File: src/rtl/mips_mem_pkg.sv
// Shared types and helpers for the MEM-stage access path: size codes, FSM states,
// byte-enable / store-lane / load-extract functions. No logic of its own.
// Pure combinational helpers; no flow control.
package mips_mem_pkg;

    localparam logic [1:0] SZ_BYTE = 2'b00;
    localparam logic [1:0] SZ_HALF = 2'b01;
    localparam logic [1:0] SZ_WORD = 2'b10;

    typedef enum logic [1:0] {IDLE, REQ, WAIT, DONE} memState_t;

    // Size code 2'b11 falls into the default (word) arm everywhere below.
    function automatic logic isAligned(input logic [1:0] size, input logic [1:0] off);
        case (size)
            SZ_BYTE: return 1'b1;
            SZ_HALF: return ~off[0];
            default: return off == 2'b00;
        endcase
    endfunction

    function automatic logic [3:0] be_gen(input logic [1:0] size, input logic [1:0] off);
        case (size)
            SZ_BYTE: return 4'b0001 << off;
            SZ_HALF: return 4'b0011 << {off[1], 1'b0};
            default: return 4'b1111;
        endcase
    endfunction

    function automatic logic [31:0] wdata_replicate(input logic [1:0] size, input logic [31:0] wdata);
        case (size)
            SZ_BYTE: return {4{wdata[7:0]}};
            SZ_HALF: return {2{wdata[15:0]}};
            default: return wdata;
        endcase
    endfunction

    function automatic logic [31:0] load_extract(input logic [31:0] rdata, input logic [1:0] off,
                                                 input logic [1:0] size, input logic isUnsigned);
        logic [31:0] shifted;
        shifted = rdata >> {off, 3'b000};
        case (size)
            SZ_BYTE: return isUnsigned ? {24'b0, shifted[7:0]} : {{24{shifted[7]}}, shifted[7:0]};
            SZ_HALF: return isUnsigned ? {16'b0, shifted[15:0]} : {{16{shifted[15]}}, shifted[15:0]};
            // Words are always aligned here, so the shift is zero and rdata passes unchanged.
            default: return shifted;
        endcase
    endfunction

endpackage

File: src/rtl/mem_access_unit_load_align.sv
// Load data aligner: selects the addressed byte/half of the read word and extends it.
// Latency: purely combinational, zero cycles.
// Backpressure: none; output follows inputs.
module mem_load_align
    import mips_mem_pkg::*;
(
    input  logic [31:0] rdata,
    input  logic [1:0]  addrOff,
    input  logic [1:0]  size,
    input  logic        isUnsigned,
    output logic [31:0] data
);

    assign data = load_extract(rdata, addrOff, size, isUnsigned);

endmodule

File: src/rtl/mem_access_unit.sv
// MEM-stage load/store controller between EX/MEM and MEM/WB, driving a valid/ready data bus.
// Latency: store >= 3 cycles, load >= 4 cycles (IDLE, REQ, WAIT, DONE); timeout bounds WAIT.
// Backpressure: holds the request while bus_req_ready is low; pipe_enable stalls the pipe until DONE.
module mem_access_unit
    import mips_mem_pkg::*;
#(
    parameter int TIMEOUT_CYCLES = 64,
    parameter int CNT_W          = 7
) (
    input  logic        clock,
    input  logic        reset,
    input  logic        ex_valid,
    input  logic        ex_mem_read,
    input  logic        ex_mem_write,
    input  logic [1:0]  ex_size,
    input  logic        ex_unsigned,
    input  logic [31:0] ex_addr,
    input  logic [31:0] ex_wdata,
    output logic        bus_req_valid,
    input  logic        bus_req_ready,
    output logic        bus_req_we,
    output logic [31:0] bus_req_addr,
    output logic [3:0]  bus_req_be,
    output logic [31:0] bus_req_wdata,
    input  logic        bus_resp_valid,
    input  logic [31:0] bus_resp_rdata,
    output logic [31:0] load_data,
    output logic        pipe_enable,
    output logic        mem_exc,
    output logic        bus_error
);

    memState_t        state;
    logic [CNT_W-1:0] counter;
    logic [1:0]       latchedOff;
    logic [1:0]       latchedSize;
    logic             latchedUnsigned;
    logic             aligned;
    logic             isMemOp;
    logic             access;
    logic [31:0]      alignedData;

    assign isMemOp = ex_valid & (ex_mem_read | ex_mem_write);
    assign aligned = isAligned(ex_size, ex_addr[1:0]);
    assign access  = isMemOp & aligned;
    assign mem_exc = isMemOp & ~aligned;

    always_comb begin
        pipe_enable = 1'b0;
        case (state)
            IDLE:    pipe_enable = ~access;
            DONE:    pipe_enable = 1'b1;
            default: pipe_enable = 1'b0;
        endcase
    end

    mem_load_align u_loadAlign (
        .rdata      (bus_resp_rdata),
        .addrOff    (latchedOff),
        .size       (latchedSize),
        .isUnsigned (latchedUnsigned),
        .data       (alignedData)
    );

    always_ff @(posedge clock) begin
        if (reset) begin
            state           <= IDLE;
            counter         <= '0;
            load_data       <= '0;
            bus_req_valid   <= 1'b0;
            bus_req_we      <= 1'b0;
            bus_req_addr    <= '0;
            bus_req_be      <= '0;
            bus_req_wdata   <= '0;
            bus_error       <= 1'b0;
            latchedOff      <= '0;
            latchedSize     <= '0;
            latchedUnsigned <= 1'b0;
        end else begin
            bus_error <= 1'b0;
            case (state)
                IDLE: begin
                    if (access) begin
                        bus_req_valid   <= 1'b1;
                        // A read+write instruction is treated as a load.
                        bus_req_we      <= ~ex_mem_read;
                        bus_req_addr    <= {ex_addr[31:2], 2'b00};
                        bus_req_be      <= be_gen(ex_size, ex_addr[1:0]);
                        bus_req_wdata   <= wdata_replicate(ex_size, ex_wdata);
                        latchedOff      <= ex_addr[1:0];
                        latchedSize     <= ex_size;
                        latchedUnsigned <= ex_unsigned;
                        state           <= REQ;
                    end
                end
                REQ: begin
                    if (bus_req_ready) begin
                        bus_req_valid <= 1'b0;
                        counter       <= '0;
                        state         <= bus_req_we ? DONE : WAIT;
                    end
                end
                WAIT: begin
                    if (bus_resp_valid) begin
                        load_data <= alignedData;
                        state     <= DONE;
                    end else if (counter == CNT_W'(TIMEOUT_CYCLES - 1)) begin
                        load_data <= '0;
                        bus_error <= 1'b1;
                        state     <= DONE;
                    end else begin
                        counter <= counter + CNT_W'(1);
                    end
                end
                default: state <= IDLE;
            endcase
        end
    end

endmodule
File: config.mk
export PLATFORM = sky130hd
export DESIGN_NAME = mem_access_unit
export DESIGN_NICKNAME = d
export VERILOG_FILES = /design/src/rtl/mips_mem_pkg.sv /design/src/rtl/mem_access_unit_load_align.sv /design/src/rtl/mem_access_unit.sv
export SDC_FILE = /design/constraint.sdc
export NUM_CORES = 1
export LEC_CHECK = 0
export CORE_ASPECT_RATIO = 1.5
export CORE_MARGIN = 3
export CORE_UTILIZATION = 40
export CTS_CLUSTER_DIAMETER = 60
export DETAILED_ROUTE_END_ITERATION = 8
export PLACE_DENSITY = 0.79
export SLEW_MARGIN = 15
export SYNTH_ARGS = -nofsm -noshare
export SYNTH_HDL_FRONTEND = slang
export SYNTH_HIERARCHICAL = 1
export SYNTH_SLANG_ARGS = --single-unit
File: constraint.sdc
create_clock -name clock -period 3.84 [get_ports clock]
set_input_delay 0.576 -clock clock [delete_from_list [all_inputs] [get_ports clock]]
set_output_delay 0.576 -clock clock [all_outputs]
set_load 0.05 [all_outputs]
Word-level counts from Yosys, hierarchy flattened
Index checks and enable logic that the tools add are counted.
W data, S select, Z words.
{ "totals": {"output_inout_bits": 105, "register_bits": 115, "word_cells": 72, "in_bits": 106} }
{ "classes": {"addsub": 1, "n_eq_ne": 11, "shifts": 3, "bitwise": 9, "reduce_logical": 13, "muxes": 23} }
{ "ops": {"columns": ["cell", "count"], "rows": [
  ["$mux W32", 4],
  ["$pmux W32 S2", 2],
  ["$shr A32 B5 Y32", 1],
  ["$mux W7", 3],
  ["$pmux W7 S2", 1],
  ["$logic_not A2 Y1", 4],
  ["$mux W2", 4],
  ["$ne A2 B2 Y1 const B", 4],
  ["$pmux W4 S2", 1],
  ["$add A7 B1 Y7 const B", 1],
  ["$eq A7 B6 Y1 const B", 1],
  ["$eq A2 B1 Y1 const B", 3],
  ["$pmux W1 S2", 3],
  ["$pmux W2 S3", 1],
  ["$reduce_and A3 Y1", 2],
  ["$reduce_bool A2 Y1", 3],
  ["$not A1 Y1", 5],
  ["$eq A2 B2 Y1 const B", 2],
  ["$mux W1", 4],
  ["$reduce_and A2 Y1", 2],
  ["$reduce_and A4 Y1", 1],
  ["$shl A1 B2 Y4 const A", 1],
  ["$shl A2 B2 Y4 const A", 1],
  ["$and A1 B1 Y1", 3],
  ["3 further kinds", 3]
]} }

Logic depth before layout (Yosys ltp)
Gate-level depths: netlist (run 1).
{ "depth": {"depth_word": 5, "mapped_depth": 7, "mapped_depth_nobuf": 6} }

By module
Netlist (run 1), hierarchy kept.
{ "modules_own_cells": {"columns": ["mod", "cells_per_inst", "area_each_um2", "n_inst"], "rows": [
  ["mem_access_unit", 500, 4460.5, 1],
  ["mem_load_align", 103, 768.2, 1]
]} }

Least setup slack after synthesis (run 1)
Ideal clock, no wire load.
{ "synth_timing": {"path_type": "input port to output port", "startpoint": "in ex_mem_write", "endpoint": "out mem_exc", "setup_slack_ps": 1384, "arrival_ps": 1880, "n_path_buf": 0, "required_time_ps": 3264, "path_stages": 2, "cell_sequence": "o21a_1 -> a21boi_0"} }
{ "synth_between": {"elab_chain_len": 3} }
{ "synth_lines": {"columns": ["item", "line_no", "text"], "rows": [
  ["start: declaration", "mem_access_unit.sv:14", "input logic ex_mem_write,"],
  ["$or A1 B1 Y1", "mem_access_unit.sv:43", "assign isMemOp = ex_valid & (ex_mem_read | ex_mem_write);"],
  ["$and A1 B1 Y1", "mem_access_unit.sv:43", null],
  ["$and A1 B1 Y1", "mem_access_unit.sv:46", "assign mem_exc = isMemOp & ~aligned;"],
  ["end: declaration", "mem_access_unit.sv:29", "output logic mem_exc,"]
]} }
No other way between the ends.

Final worst setup path (run 1)
{ "layout_timing": {"startpoint": "in ex_addr[0]", "endpoint": "out pipe_enable"} }
{ "layout_between": {"elab_chain_len": 5, "elab_cells_between_ends": 6, "classes_between": "2 x mux; 3 x bitwise; 1 x reduce/logical"} }
{ "layout_lines": {"columns": ["item", "line_no", "text"], "rows": [
  ["start: declaration", "mem_access_unit.sv:17", "input logic [31:0] ex_addr,"],
  ["$logic_not A2 Y1 or $not A1 Y1 (tied branches)", "mips_mem_pkg.sv:17, mips_mem_pkg.sv:16", null],
  ["$pmux W1 S2 *", "mips_mem_pkg.sv:14", "case (size)"],
  ["$and A1 B1 Y1 *", "mem_access_unit.sv:45", "assign access = isMemOp & aligned;"],
  ["$not A1 Y1 *", "mem_access_unit.sv:51", "IDLE: pipe_enable = ~access;"],
  ["$pmux W1 S2 *", "mem_access_unit.sv:50", "case (state)"],
  ["end: declaration", "mem_access_unit.sv:28", "output logic pipe_enable,"]
]} }
Mark *: on every way between the ends. The rest lies on a longest branch, timed or not.

==> flow_summary.json, run 1 <==
{
  "fp.dieArea_um2": 14500,
  "drive_gt1_frac": 0.0820,
  "seq_area_um2": 2300,
  "critPathKind": "in -> out",
  "p_leak_nw": 2.81,
  "cts_tree": "yes",
  "rsz0062_at_grt": "no",
  "pwr-share-clk": 0.339,
  "synth_top_area_cell": "dfxtp_1",
  "cp-start-kind": "input port",
  "grt_pass1_vias": 5266,
  "path_buf_inv": 2,
  "path_clk_slew_ns": 0.05,
  "num_io_pins": 211,
  "finalHoldViolations": 0,
  "syn-mean-instance-area_um2": 8.67,
  "root_buffer": "clkbuf_16",
  "finalSetupViolCount": 0,
  "drv_cap": 0,
  "synth_seq_area_share": 0.440,
  "status": "completed",
  "num_vias": 5157,
  "crit_cells": 6,
  "ys_ff_latch": 115,
  "num_rows": 50,
  "areaGrowthSynthToFinish_pct": 50.6,
  "p_sw_mw": 1.45,
  "hold_slack_ns": 0.451,
  "gp_congestion": 0.830,
  "clockBufferDepth": 2,
  "post_cts_resized": 0,
  "crit-reg2reg-capture": "load_data[13]",
  "period_needed_ns": 2.56,
  "fin_skew_ns": 0.00918,
  "antenna_found_initial": 1,
  "synth_commonest_cells": "nand2_1 (120), dfxtp_1 (115), a21oi_1 (82)",
  "wirelength_um": 16300,
  "min-delay-start": "bus_req_addr[3]",
  "synth_edf_count": 0,
  "async_reset_ff_frac": 0,
  "fin_setup_tns_ns": 0,
  "cts_sinks": 115,
  "n_fill_cell": 1053,
  "fin_total_pwr_mw": 4.12,
  "slew_headroom": 0.590,
  "worst-endpoint-arrival_ns": 1.99,
  "cts_setup_buffers": 0,
  "start_util": 0.414,
  "netlist.area_leader.share": 0.440,
  "clk-insertion-delay-late_ns": 0.40,
  "remaining_drc_errors": 0,
  "cp_cell_sequence": "clkdlybuf4s50_1, o21ai_1, a31oi_1, nor2_1, nor2_1, buf_12",
  "min_delay_path_depth": 2,
  "ir_drop_mv": 0.298,
  "dr.pass1.iters": 4,
  "rr_startpoint": "latchedOff[1]",
  "comb_power_share": 0.327,
  "die_h_um": 146,
  "holdCritPathClass": "reg -> reg",
  "grt_usage": 0.221,
  "r2r_cells": 5,
  "switching_share": 0.352,
  "gr-total-overflow": 0,
  "rrSetupSlack_ns": 1.81,
  "hold-path-endpoint": "bus_req_addr[3]",
  "syn_inst": 603,
  "end_kind": "primary output",
  "chipWidth_um": 99.4,
  "cts_buffers": 17,
  "fmax_mhz": 390,
  "core_area_um2": 12600,
  "worst_slew_pin_slew_ns": 0.615,
  "finalNetCount": 904,
  "synth.distinct_cells": 50,
  "cp_slowest_stage_delay_ns": 0.56,
  "multiInputGateArea_um2": 2650,
  "vias_per_cell": 5.36,
  "wl_per_cell_um": 16.9,
  "seqPwrFrac": 0.334,
  "h-tree-depth": 4,
  "path_common_cell": "nor2_1",
  "grt_max_degree": 73,
  "yosys_warnings": 6,
  "drv_slew": 0,
  "ant_nets": 0,
  "grt_pass1_wl_um": 26000,
  "syn_area_um2": 5230,
  "synthFlopType": "dfxtp_1",
  "cpLargestDelayFamily": "buffers and inverters",
  "hold_buffers": 0,
  "synth.area.top_cells": "dfxtp_1 (44%), nand2_1 (8.6%), a21oi_1 (7.8%)",
  "port_buffers": 208,
  "pwr_density_cell_nw_per_um2": 523,
  "critical_path_required_ns": 3.26,
  "synth_most_common_cell": "nand2_1",
  "critPathSlowestCell": "clkdlybuf4s50_1",
  "fin_crit_sh": 0.667,
  "critPathMaxFanout": 6,
  "dp_hpwl_um": 11900,
  "drtIter0Drc": 132,
  "p_int_mw": 2.67
}
[power by group through the flow]
stage | combinational [mW] | clock, mW | sequential, mW
global route | 1.44 | 1.48 | 1.39
global placement | 1.33 | 0 | 1.39
finish | 1.35 | 1.40 | 1.37
detailed placement | 1.35 | 0 | 1.40
CTS | 1.36 | 1.41 | 1.37
floorplan | 0.548 | 0 | 1.73
[cells by family after synthesis]
kind of cell	synth area share
other	0.000717
AO/OA/AOI/OAI	0.251
multiplexers	0.0751
AND/OR/NAND/NOR	0.162
adder cells (fa/ha/maj)	0.0144
XOR/XNOR	0.00168
flip-flops	0.440
buffers and inverters	0.0548
[registers in the layout (all words and copies together) (netlist names)]
| register | count |
|---|---|
| latchedUnsigned | 1 |
| bus_req_wdata | 32 |
| bus_req_we | 1 |
| latchedOff | 2 |
| bus_req_addr | 30 |
| latchedSize | 2 |
| load_data | 32 |
| counter | 7 |
| state | 2 |
| bus_req_valid | 1 |
| bus_req_be | 4 |
| bus_error | 1 |
[how the worst max path moves through the flow]
stage                      start                 to  slack [ns]
global placement      ex_addr[1]   bus_req_wdata[9]        1.27
global route          ex_addr[0]        pipe_enable        1.14
CTS                   ex_addr[0]        pipe_enable        1.28
finish                ex_addr[0]        pipe_enable        1.28
floorplan           ex_mem_write            mem_exc        1.38
detailed placement    ex_addr[1]  bus_req_wdata[14]        1.17
[area by class of cell]
cell class | instances | share of cell area
diodes | 1 | 0.000318
clock inverters | 10 | 0.00763
well taps | 156 | 0.0248
inverters | 9 | 0.00429
multi-input cells | 432 | 0.337
repair buffers | 217 | 0.275
clock buffers | 22 | 0.0589
flip-flops and latches | 115 | 0.292
[cells in the final DEF, fill, tap and decap left out, drive strengths merged, types with 2 or more instances in the layout]
| cell | n |
|---|---|
| clkdlybuf4s50 | 205 |
| nand2 | 120 |
| dfxtp | 115 |
| a21oi | 82 |
| mux2i | 34 |
| a22o | 32 |
| nor2 | 31 |
| clkbuf | 22 |
| a211oi | 18 |
| o21ai | 16 |
| buf | 12 |
| a311oi | 10 |
| or2 | 10 |
| nor2b | 9 |
| inv | 8 |
| o211ai | 8 |
| o2bb2ai | 8 |
| o22ai | 8 |
| clkinv | 7 |
| ha | 6 |
| o31ai | 4 |
| clkinvlp | 4 |
| mux2 | 4 |
| or3 | 4 |
| nand2b | 3 |
| or4 | 3 |
| nor3 | 3 |
| and2b | 2 |
| conb | 2 |
| nand3 | 2 |
| o221ai | 2 |
[metal layers]
metal,up-vias,routed length [um],track usage
li1,2535,-,-
met2,155,8850,0.410
met1,2437,5950,0.228
met4,0,526,0.0950
met3,30,919,0.0621
met5,-,0,0
[through the flow]
step / utilization / setup WS (ns) / area [um2] / cells
floorplan: - / 1.38 / 5230 / 604
global placement: 0.582 / 1.27 / 7350 / 929
detailed placement: 0.582 / 1.17 / 7350 / 929
CTS: 0.623 / 1.28 / 7870 / 961
global route: 0.623 / 1.14 / 7880 / 962
finish: 0.623 / 1.28 / 7880 / 962
[worst min-delay path, cell delays in order, from the launching register on]
cell,delay [ns]
dfxtp_1,0.30
nand2_1,0.05
a21oi_1,0.05
No activity file was read; power rests on OpenSTA's default activity.
==> inputs of run 2 (changes only) <==
--- a/config.mk
+++ b/config.mk
@@ -7,10 +7,10 @@
 export LEC_CHECK = 0
 export CORE_ASPECT_RATIO = 1.5
 export CORE_MARGIN = 3
-export CORE_UTILIZATION = 40
+export CORE_UTILIZATION = 39
 export CTS_CLUSTER_DIAMETER = 60
 export DETAILED_ROUTE_END_ITERATION = 8
-export PLACE_DENSITY = 0.79
+export PLACE_DENSITY = 0.8
 export SLEW_MARGIN = 15
 export SYNTH_ARGS = -nofsm -noshare
 export SYNTH_HDL_FRONTEND = slang
==> constraint.sdc (replaced) <==
create_clock -name clock -period 2.3 [get_ports clock]
set_input_delay 0.345 -clock clock [delete_from_list [all_inputs] [get_ports clock]]
set_output_delay 0.345 -clock clock [all_outputs]
set_load 0.05 [all_outputs]
==> flow_summary.json, run 2 (same netlist as run 1, synthesis figures left out) <==
{
  "status": "completed",
  "vias_per_cell": 5.31,
  "holdCritPathClass": "in -> reg",
  "finalHoldViolations": 0,
  "dpl_worst_slack_ns": 0.0544,
  "num_rows": 51,
  "num_vias": 5156,
  "setup.worst_path.end": "pipe_enable",
  "clockBufferDepth": 2,
  "root_buffer": "clkbuf_16",
  "antenna_found_initial": 0,
  "fp.dieArea_um2": 14900,
  "critPathMaxFanout": 4,
  "end_kind": "primary output",
  "p_leak_nw": 2.89,
  "port_buffers": 208,
  "wirelength_um": 15600,
  "post_cts_resized": 0,
  "antenna_cells": 0,
  "num_io_pins": 211,
  "fin_cells": 971,
  "fin_skew_ns": 0.00635,
  "n_fill_cell": 1140,
  "pwr_density_cell_nw_per_um2": 901,
  "dr.pass1.iters": 4,
  "largestRegisters": "bus_req_wdata x32, load_data x32, bus_req_addr x30",
  "gp_congestion": 0.812,
  "core_area_um2": 13100,
  "chipWidth_um": 101,
  "hold_slack_ns": 0.391,
  "drtIter0Drc": 242,
  "grt_pass1_vias": 4979,
  "cts_setup_buffers": 0,
  "hold_buffers": 0,
  "setup_ws_ns": 0.135,
  "ir_drop_mv": 0.559,
  "startpoint": "ex_addr[0]",
  "rsz0062_at_grt": "no",
  "fin_crit_sh": 0.941,
  "worst_slew_pin_slew_ns": 0.669,
  "grt_pass1_wl_um": 24700,
  "critical_path_required_ns": 1.96,
  "worst-endpoint-arrival_ns": 1.82,
  "fmax_mhz": 462,
  "rr_startpoint": "state[0]",
  "wl_per_cell_um": 16.1,
  "cp-start-kind": "input port",
  "clk-insertion-delay-late_ns": 0.40,
  "gr-total-overflow": 0,
  "start_util": 0.400,
  "dp_hpwl_um": 11300,
  "grt_max_degree": 74,
  "cts_sinks": 115,
  "die_h_um": 148,
  "fin_setup_tns_ns": 0,
  "path_clk_slew_ns": 0.05,
  "grt_usage": 0.207,
  "finalNetCount": 911,
  "areaGrowthSynthToFinish_pct": 53.5,
  "cts_buffers": 17,
  "r2r_cells": 6,
  "layout_common_cells": "clkdlybuf4s50_1 (205), nand2_1 (120), dfxtp_1 (115)",
  "finalSetupViolCount": 0,
  "layout_commonest_cell": "clkdlybuf4s50_1",
  "remaining_drc_errors": 0,
  "cts_tree": "yes",
  "drive_gt1_frac": 0.0899,
  "placed_cells": 939,
  "slew_headroom": 0.549,
  "crit-reg2reg-capture": "counter[5]",
  "period_needed_ns": 2.16,
  "h-tree-depth": 4,
  "drv_cap": 0,
  "ant_nets": 0,
  "critPathKind": "in -> out",
  "drv_slew": 0,
  "rrSetupSlack_ns": 0.31
}
-- run 2: area by class of cell --
| cell class | count | area (um2) | area share |
|---|---|---|---|
| multi-input cells | 432 | 2650 | 0.331 |
| flip-flops and latches | 115 | 2300 | 0.287 |
| repair buffers | 224 | 2230 | 0.278 |
| clock buffers | 23 | 478 | 0.0596 |
| well taps | 159 | 199 | 0.0248 |
| clock inverters | 9 | 128 | 0.0159 |
| inverters | 9 | 33.8 | 0.00421 |
-- run 2: how the worst min path moves through the flow --
stage | depth (start not counted) | start | slack, ns | to
final | 2 | reset | 0.39 | counter[0]
after global routing | 2 | reset | 0.41 | counter[0]
after CTS | 2 | reset | 0.38 | counter[0]
after detailed placement | 2 | bus_req_addr[19] | 0.45 | bus_req_addr[19]
after global placement | 2 | bus_req_addr[11] | 0.44 | bus_req_addr[11]
after floorplan | 1 | bus_resp_valid | 0.42 | bus_error
-- run 2: critical path, stage by stage --
cell             delay, ns
clkdlybuf4s50_1       0.56
o21ai_1               0.16
a31oi_1               0.33
nor2_1                0.07
nor2_1                0.19
buf_12                0.17
-- run 2: metal layers --
metal / global-route usage / up-vias / wire length (um) / share of wire
met3: 0.0524 / 32 / 1000 / 0.064
met4: 0.0971 / 0 / 485 / 0.031
met1: 0.223 / 2411 / 5750 / 0.37
li1: - / 2545 / - / -
met5: 0 / - / 0 / 0
met2: 0.373 / 168 / 8390 / 0.54
-- run 2: power breakdown --
group	switching (mW)	leakage, nW	internal [mW]
Combinational	1.40	1.67	0.868
Clock	0.885	0.289	1.78
Sequential	0.109	0.934	2.18
Total	2.39	2.89	4.83
-- run 2: through the flow --
step | utilization | instance area [um2] | total power [mW]
4_1_cts | 0.613 | 8020 | 7.29
3_5_place_dp | 0.567 | 7420 | 4.60
3_3_place_gp | 0.567 | 7420 | 4.58
2_1_floorplan | - | 5230 | 3.80
6_report | 0.613 | 8020 | 7.23
5_1_grt | 0.613 | 8020 | 7.54
